==> src/rtl/phase_sequencer_pkg.sv <==
// Shared phase/state definitions for the instruction phase sequencer and its consumers.
// The control unit uses PH_LAST for its register/memory write strobe.
package phase_sequencer_pkg;

    localparam logic [2:0] PH_IDLE  = 3'd0;
    localparam logic [2:0] PH_FIRST = 3'd1;
    localparam logic [2:0] PH_LAST  = 3'd5;

    typedef enum logic [1:0] {
        StIdle   = 2'd0,
        StRun    = 2'd1,
        StStep   = 2'd2,
        StHalted = 2'd3
    } seq_state_e;

    // LED decode: bit i set when ph == i; out-of-range values light nothing
    function automatic logic [5:0] phase_onehot(input logic [2:0] ph);
        logic [5:0] oh;
        for (int i = 0; i < 6; i++) begin
            oh[i] = (ph == 3'(i));
        end
        return oh;
    endfunction

endpackage

==> src/rtl/phase_sequencer_btn_pulse.sv <==
// Front-panel button conditioner: 2-FF synchroniser followed by a rising-edge detector.
// Emits one clk-cycle pulse per press regardless of how long the button is held.
module phase_sequencer_btn_pulse (
    input  logic clk,
    input  logic rst,
    input  logic btn,
    output logic pulse
);

    logic sync1_q, sync2_q, prev_q;

    always_ff @(posedge clk) begin
        if (rst) begin
            sync1_q <= 1'b0;
            sync2_q <= 1'b0;
            prev_q  <= 1'b0;
        end else begin
            sync1_q <= btn;
            sync2_q <= sync1_q;
            prev_q  <= sync2_q;
        end
    end

    assign pulse = sync2_q & ~prev_q;

endmodule

==> src/rtl/phase_sequencer.sv <==
// Instruction phase sequencer: steps phases 1..PH_LAST per instruction with run/stop/step
// control from the front panel, halts on the control unit's hlt flag, counts retired instructions.
module phase_sequencer
    import phase_sequencer_pkg::*;
#(
    parameter int unsigned CNT_W = 16
) (
    input  logic             clk,
    input  logic             rst,
    input  logic             start,
    input  logic             stop,
    input  logic             step,
    input  logic             hlt,
    output logic [2:0]       phase,
    output logic [5:0]       phase_oh,
    output logic             running,
    output logic             halted,
    output logic [CNT_W-1:0] instr_count
);

    logic start_p, stop_p, step_p;

    phase_sequencer_btn_pulse u_start (
        .clk   (clk),
        .rst   (rst),
        .btn   (start),
        .pulse (start_p)
    );

    phase_sequencer_btn_pulse u_stop (
        .clk   (clk),
        .rst   (rst),
        .btn   (stop),
        .pulse (stop_p)
    );

    phase_sequencer_btn_pulse u_step (
        .clk   (clk),
        .rst   (rst),
        .btn   (step),
        .pulse (step_p)
    );

    seq_state_e       state_q, state_d;
    logic [2:0]       phase_q, phase_d;
    logic             stop_req_q, stop_req_d;
    logic [CNT_W-1:0] count_q, count_d;

    always_ff @(posedge clk) begin
        if (rst) begin
            state_q    <= StIdle;
            phase_q    <= PH_IDLE;
            stop_req_q <= 1'b0;
            count_q    <= '0;
        end else begin
            state_q    <= state_d;
            phase_q    <= phase_d;
            stop_req_q <= stop_req_d;
            count_q    <= count_d;
        end
    end

    always_comb begin
        state_d    = state_q;
        phase_d    = phase_q;
        stop_req_d = stop_req_q;
        count_d    = count_q;
        case (state_q)
            StIdle: begin
                phase_d    = PH_IDLE;
                stop_req_d = 1'b0;
                if (start_p && !stop_p) begin
                    state_d = StRun;
                    phase_d = PH_FIRST;
                end else if (step_p && !start_p) begin
                    state_d = StStep;
                    phase_d = PH_FIRST;
                end
            end
            StRun, StStep: begin
                if (phase_q == PH_LAST) begin
                    // instruction boundary: retire, then halt > stop/step-end > continue
                    count_d    = count_q + CNT_W'(1);
                    stop_req_d = 1'b0;
                    if (hlt) begin
                        state_d = StHalted;
                        phase_d = PH_IDLE;
                    end else if (stop_req_q || (stop_p && state_q == StRun)
                                 || state_q == StStep) begin
                        state_d = StIdle;
                        phase_d = PH_IDLE;
                    end else begin
                        phase_d = PH_FIRST;
                    end
                end else if (phase_q >= PH_FIRST && phase_q < PH_LAST) begin
                    phase_d = phase_q + 3'd1;
                    if (state_q == StRun && stop_p) begin
                        stop_req_d = 1'b1;
                    end
                end else begin
                    // phase 0 or out of range while executing: recover to idle
                    state_d    = StIdle;
                    phase_d    = PH_IDLE;
                    stop_req_d = 1'b0;
                end
            end
            StHalted: begin
                phase_d    = PH_IDLE;
                stop_req_d = 1'b0;
            end
            default: begin
                state_d    = StIdle;
                phase_d    = PH_IDLE;
                stop_req_d = 1'b0;
            end
        endcase
    end

    assign phase       = phase_q;
    assign phase_oh    = phase_onehot(phase_q);
    assign running     = (state_q == StRun) || (state_q == StStep);
    assign halted      = (state_q == StHalted);
    assign instr_count = count_q;

endmodule
==> config.mk <==
export PLATFORM = sky130hd
export DESIGN_NAME = phase_sequencer
export DESIGN_NICKNAME = d
export VERILOG_FILES = /design/src/rtl/phase_sequencer_pkg.sv /design/src/rtl/phase_sequencer_btn_pulse.sv /design/src/rtl/phase_sequencer.sv
export SDC_FILE = /design/constraint.sdc
export NUM_CORES = 1
export LEC_CHECK = 0
export CAP_MARGIN = 20
export CELL_PAD_IN_SITES_DETAIL_PLACEMENT = 1
export CELL_PAD_IN_SITES_GLOBAL_PLACEMENT = 1
export CORE_UTILIZATION = 37
export CTS_CLUSTER_DIAMETER = 50
export DETAILED_ROUTE_END_ITERATION = 6
export PLACE_DENSITY = 0.9
export SLEW_MARGIN = 20
export SYNTH_ARGS = -nofsm -noshare
export SYNTH_HDL_FRONTEND = slang
export SYNTH_SLANG_ARGS = --single-unit
==> constraint.sdc <==
create_clock -name clk -period 2.6 [get_ports clk]
set_input_delay 0.52 -clock clk [delete_from_list [all_inputs] [get_ports clk]]
set_output_delay 0.52 -clock clk [all_outputs]
set_load 0.02 [all_outputs]
Word level (Yosys, flattened, before mapping)

Cells that the tools add are included.

Reduce and logical (&&, ||, !) cells: 16
Bitwise logic cells: 6
Order comparisons: 2
Multiplexer cells: 18
Equality and inequality tests: 12
Add/subtract/negate cells: 2

Operators by type and width:

| kind                                                                   | count |
|---|---|
| 16-bit by 1-bit adder with 16-bit output (second input constant)       | 1 |
| 2-bit two-way mux                                                      | 6 |
| 3-bit case mux with 3 select lines                                     | 1 |
| 4-bit inequality test (second input constant)                          | 2 |
| 1-bit two-way mux                                                      | 7 |
| 3-bit by 2-bit equality test with 1-bit output (second input constant) | 2 |
| 3-bit equality test (second input constant)                            | 2 |
| 3-bit two-way mux                                                      | 2 |
| 3-bit inequality test (second input constant)                          | 2 |
| 2-bit equality test (second input constant)                            | 2 |
| 1-bit logical AND                                                      | 4 |
| 2-bit case mux with 2 select lines                                     | 1 |
| 4-bit AND reduction                                                    | 1 |
| 2-bit OR reduction                                                     | 2 |
| 3-bit by 1-bit adder with 3-bit output (second input constant)         | 1 |
| 1-bit AND                                                              | 3 |
| 3-bit by 1-bit equality test with 1-bit output (second input constant) | 1 |
| 3-bit by 1-bit >= comparator with 1-bit output (second input constant) | 1 |
| 3-bit zero test                                                        | 1 |
| 1-bit logical OR                                                       | 3 |
| 3-bit < comparator (second input constant)                             | 1 |
| 1-bit NOT                                                              | 3 |
| 2-bit by 1-bit equality test with 1-bit output (second input constant) | 1 |
| 1-bit zero test                                                        | 2 |
| other kinds (4)                                                        | 4 |

Register bits: 31
Input bits: 6

Logic depth before layout (Yosys ltp)

Depth in word-level cells: 9
Gate-level depth with buffers: 7
Mapped depth without buffers: 7

Modules after synthesis

From an unflattened synthesis, not the netlist that was laid out.

Cell total of the unflattened synthesis: 158
Area total of the unflattened synthesis: 1,540.2 sq um

Modules (own cells, without submodules):

| module                    | cells each | seq. area each (sq um) | area an instance (sq um) | instances |
|---|---|---|---|---|
| phase_sequencer           | 137        | 440.4                  | 1,277.5                  | 1 |
| phase_sequencer_btn_pulse | 7          | 60.1                   | 87.6                     | 3 |

Worst setup path after synthesis

No wires, ideal clock.

Path type: register to register
Start point: register phase_q[1], in the netlist phase[1]
End point: register state_q[1]
Arrival: 2.108 ns
Setup slack: 0.405 ns
Period minus slack after synthesis: 2.195 ns
Stages on the path, launching flop included: 7
Cell sequence: dfxtp_1 inv_1 ha_1 or4_4 and3_4 a2111o_1 a221oi_2

Word-level cells in the longest chain between the ends: 4

RTL lines:

| what                                                                                 | RTL line              | text |
|---|---|---|
| start: declaration                                                                   | phase_sequencer.sv:45 | `logic [2:0] phase_q, phase_d;` |
| start signal: assignment                                                             | phase_sequencer.sv:57 | `phase_q <= phase_d;` |
| 3-bit by 1-bit >= comparator with 1-bit output or 3-bit < comparator (tied branches) | phase_sequencer.sv:95 | `end else if (phase_q >= PH_FIRST && phase_q < PH_LAST) begin` |
| 1-bit logical AND                                                                    | phase_sequencer.sv:95 |  |
| 3-bit inequality test (no source line)                                               | --                    |  |
| 4-bit AND reduction (no source line)                                                 | --                    |  |
| end signal: assignment                                                               | phase_sequencer.sv:51 | `state_q <= StIdle;` |
| end signal: assignment                                                               | phase_sequencer.sv:56 | `state_q <= state_d;` |
| end: declaration                                                                     | phase_sequencer.sv:44 | `seq_state_e state_q, state_d;` |

Several ways; a longest one is shown, not always the timed one.
A chain may end at the register's enable or synchronous reset.

Worst setup path in the final report

Start point: register phase_q[1], in the netlist phase[1]
End point: output phase_oh[5]

Word-level cells in the longest chain between the ends: 1

RTL lines:

| what                | RTL line                  | text |
|---|---|---|
| 3-bit equality test | phase_sequencer_pkg.sv:20 | `oh[i] = (ph == 3'(i));` |
| end: declaration    | phase_sequencer.sv:15     | `output logic [5:0] phase_oh,` |

No other way between the ends.

==> results.toml <==
[yosys]
ys_warn_count = 0
synthFlopType = "dfxtp_1"
syn_inst = 153
async_flop_share = 0
synth_edf_count = 0
ys_ff_latch = 31
yosysTopAreaCellShare = 0.429
ys_seq_area_frac = 0.429
synthTopCellsByCount = "31 x dfxtp_1, 13 x nor2b_1, 11 x ha_1, 11 x nor2_1, 8 x a21oi_1"
synth_most_common_cell = "dfxtp_1"
synth_largest_area_cell = "dfxtp_1"
synth_cell_types = 34
synthesis.area_um2 = 1450
syn_nets = 170
syn_area_per_cell_um2 = 9.45
yosys-top-cells-area = "dfxtp_1 43%, ha_1 9.5%, nor2b_1 5.6%, xor2_1 4.2%, o31ai_1 3.1%"

[floorplan]
core.rowCount = 22
die_h_um = 64.5
initial_core_util = 0.389
ios = 33
core_area_um2 = 3720
die_area_um2 = 4160
die_w_um = 64.5

[worst_setup_path]
cpMaxStageDelayCell = "clkdlybuf4s50_1"
critPathMaxFanout = 7
r2r_setup_slack_ns = 0.17
path_class = "reg2out"
start_kind = "flip-flop"
required_ns = 2.08
cpMostUsedCell = "inv_1"
critPathTopFamily = "buffers and inverters"
crit_chain = "inv_1 -> ha_2 -> nand2_1 -> inv_1 -> clkdlybuf4s50_1"
path_depth = 5
end_kind = "output port"
r2r_cells = 6
crit_path_max_incr_delay_ns = 0.63
arrival_ns = 1.96
cp_num_buf_inv = 3

[sta]
worst_pin_slew_ns = 0.494
fin_crit_ns = 2.48
maxSlewViolCount = 0
slew_headroom = 0.670
finalCritPeriodShare = 0.952
setup_ws_ns = 0.124
final.setup_skew_ns = 0.00341
setup_violations = 0
finalHoldViolCount = 0
fmax_mhz = 404

[grt]
grt_pass1_wl_um = 6060
gr-total-overflow = 0
grt_start_max_net_pins = 19
antenna_found_initial = 0
track_usage = 0.195
first_global_vias = 1309

[cts]
clk_pin_slew_ns = 0.06
clockBufferDepth = 2
clock_latency_ns = 0.27
cts_root_buf = "clkbuf_8"
cts_tree = "done"
cts_htree_levels = 2
numCtsBuffers = 5
hold_buffers = 0
cts.sinks = 31

[power]
leakage_nw = 0.702
power_density_nw_per_um2 = 718
finalPower_w = 0.00137
irDropWorstVdd_uv = 365

[route]
routed_wl_um = 3800
dr.pass1.iters = 4
ant_nets = 0
drc_errors = 0
drt_iter0_drc = 82
num_vias = 1263
viasPerCell = 5.35
wire_per_inst_um = 16.1

[placed_design]
portBuffers = 32
place_ws_ns = 0.122
place.gp.congestion = 0.710
place_hpwl_um = 2440

[flow_run]
cap_viol_max_count = 0

[run_status]
status = "completed"

[min_path]
hold_depth = 1
min_path_type = "reg2reg"

[cells_and_area]
fin_util = 0.513
n_antenna_cell = 0
area_delta_synth_final_pct = 31.7
drive_above_1_share = 0.0798
nNetsFinal = 205
-- stage by stage --
step	TNS (ns)	hold WS [ns]	instances	cell area [um2]
after global placement	0	0.415	229	1810
after floorplan	0	0.414	153	1450
after CTS	0	0.440	236	1900
final	0	0.437	236	1910
after global routing	-0.00724	0.461	236	1910
after detailed placement	0	0.426	229	1810
-- cell families after synthesis --
family	synth area share
mux	0.0147
fa+ha+maj	0.0952
flops	0.429
compound gates	0.119
xor+xnor	0.0484
simple gates	0.259
buf+inv	0.0346
-- sequential cells by signal, indices dropped and copies added (netlist names) --
name and cells:
u_step.prev_q 1, stop_req_q 1, u_start.prev_q 1, u_start.sync1_q 1
state_q 2, u_stop.sync2_q 1, u_start.sync2_q 1, u_step.sync2_q 1
u_stop.prev_q 1, u_step.sync1_q 1, phase 3, u_stop.sync1_q 1
instr_count 16
-- worst reg2reg max path, delay by kind of cell, from the launching register on --
kind | cells | cell delay [ns]
adder cells (fa/ha/maj) | 1 | 0.48
buffers and inverters | 1 | 0.13
AND/OR/NAND/NOR | 3 | 1.24
AO/OA/AOI/OAI | 1 | 0.15
flip-flops | 1 | 0.38
-- repair_timing --
action / in CTS / in global routing
endpoints found under the hold margin: 0 / 0
buffers inserted: 0 / 0
setup endpoints to repair: 0 / 2
resized for setup: 0 / 2
-- final timing paths --
path / end / start
setup / recovery: phase_oh[5] / phase[1]$_SDFF_PP0_
hold / removal: u_start.sync2_q$_SDFF_PP0_ / u_start.sync1_q$_SDFF_PP0_
setup reg to reg: instr_count[14]$_SDFFE_PP0P_ / state_q[0]$_SDFFE_PP0P_
hold reg to reg: u_start.sync2_q$_SDFF_PP0_ / u_start.sync1_q$_SDFF_PP0_
-- layer usage --
metal  wire [um]  vias to the layer above  share of wire  track usage
li1            -                      610              -            -
met1        1560                      612           0.41        0.209
met2        2040                       35           0.54        0.350
met3         137                        6          0.036       0.0475
met4          66                        0          0.017        0.100
met5           0                        -              0            0
-- placed cells by master (no fill, tap or decap), drive strengths merged, types with 3 or more instances in the layout --
master / n
a211oi: 3
a21oi: 8
and3: 3
and4: 3
clkbuf: 6
clkdlybuf4s50: 32
dfxtp: 31
ha: 11
inv: 7
nand2: 5
nand2b: 3
nand3: 7
nand4: 6
nor2: 11
nor2b: 13
o21ai: 4
o31ai: 6
or3: 3
or4: 5
xor2: 7
-- power by group --
part,switching (W),internal [W]
combinational,0.000266,0.000203
clock,0.000164,0.000207
sequential,0.0000260,0.000502
total,0.000457,0.000912
-- final cells by class --
class	count	area, um2
fillers	436	1810
multi-input cells	110	783
flip-flops and latches	31	621
repair buffers	33	328
clock buffers	6	82.6
well taps	48	60.1
inverters	7	26.3
clock inverters	1	5.00
(Power assumes the default switching activity.)
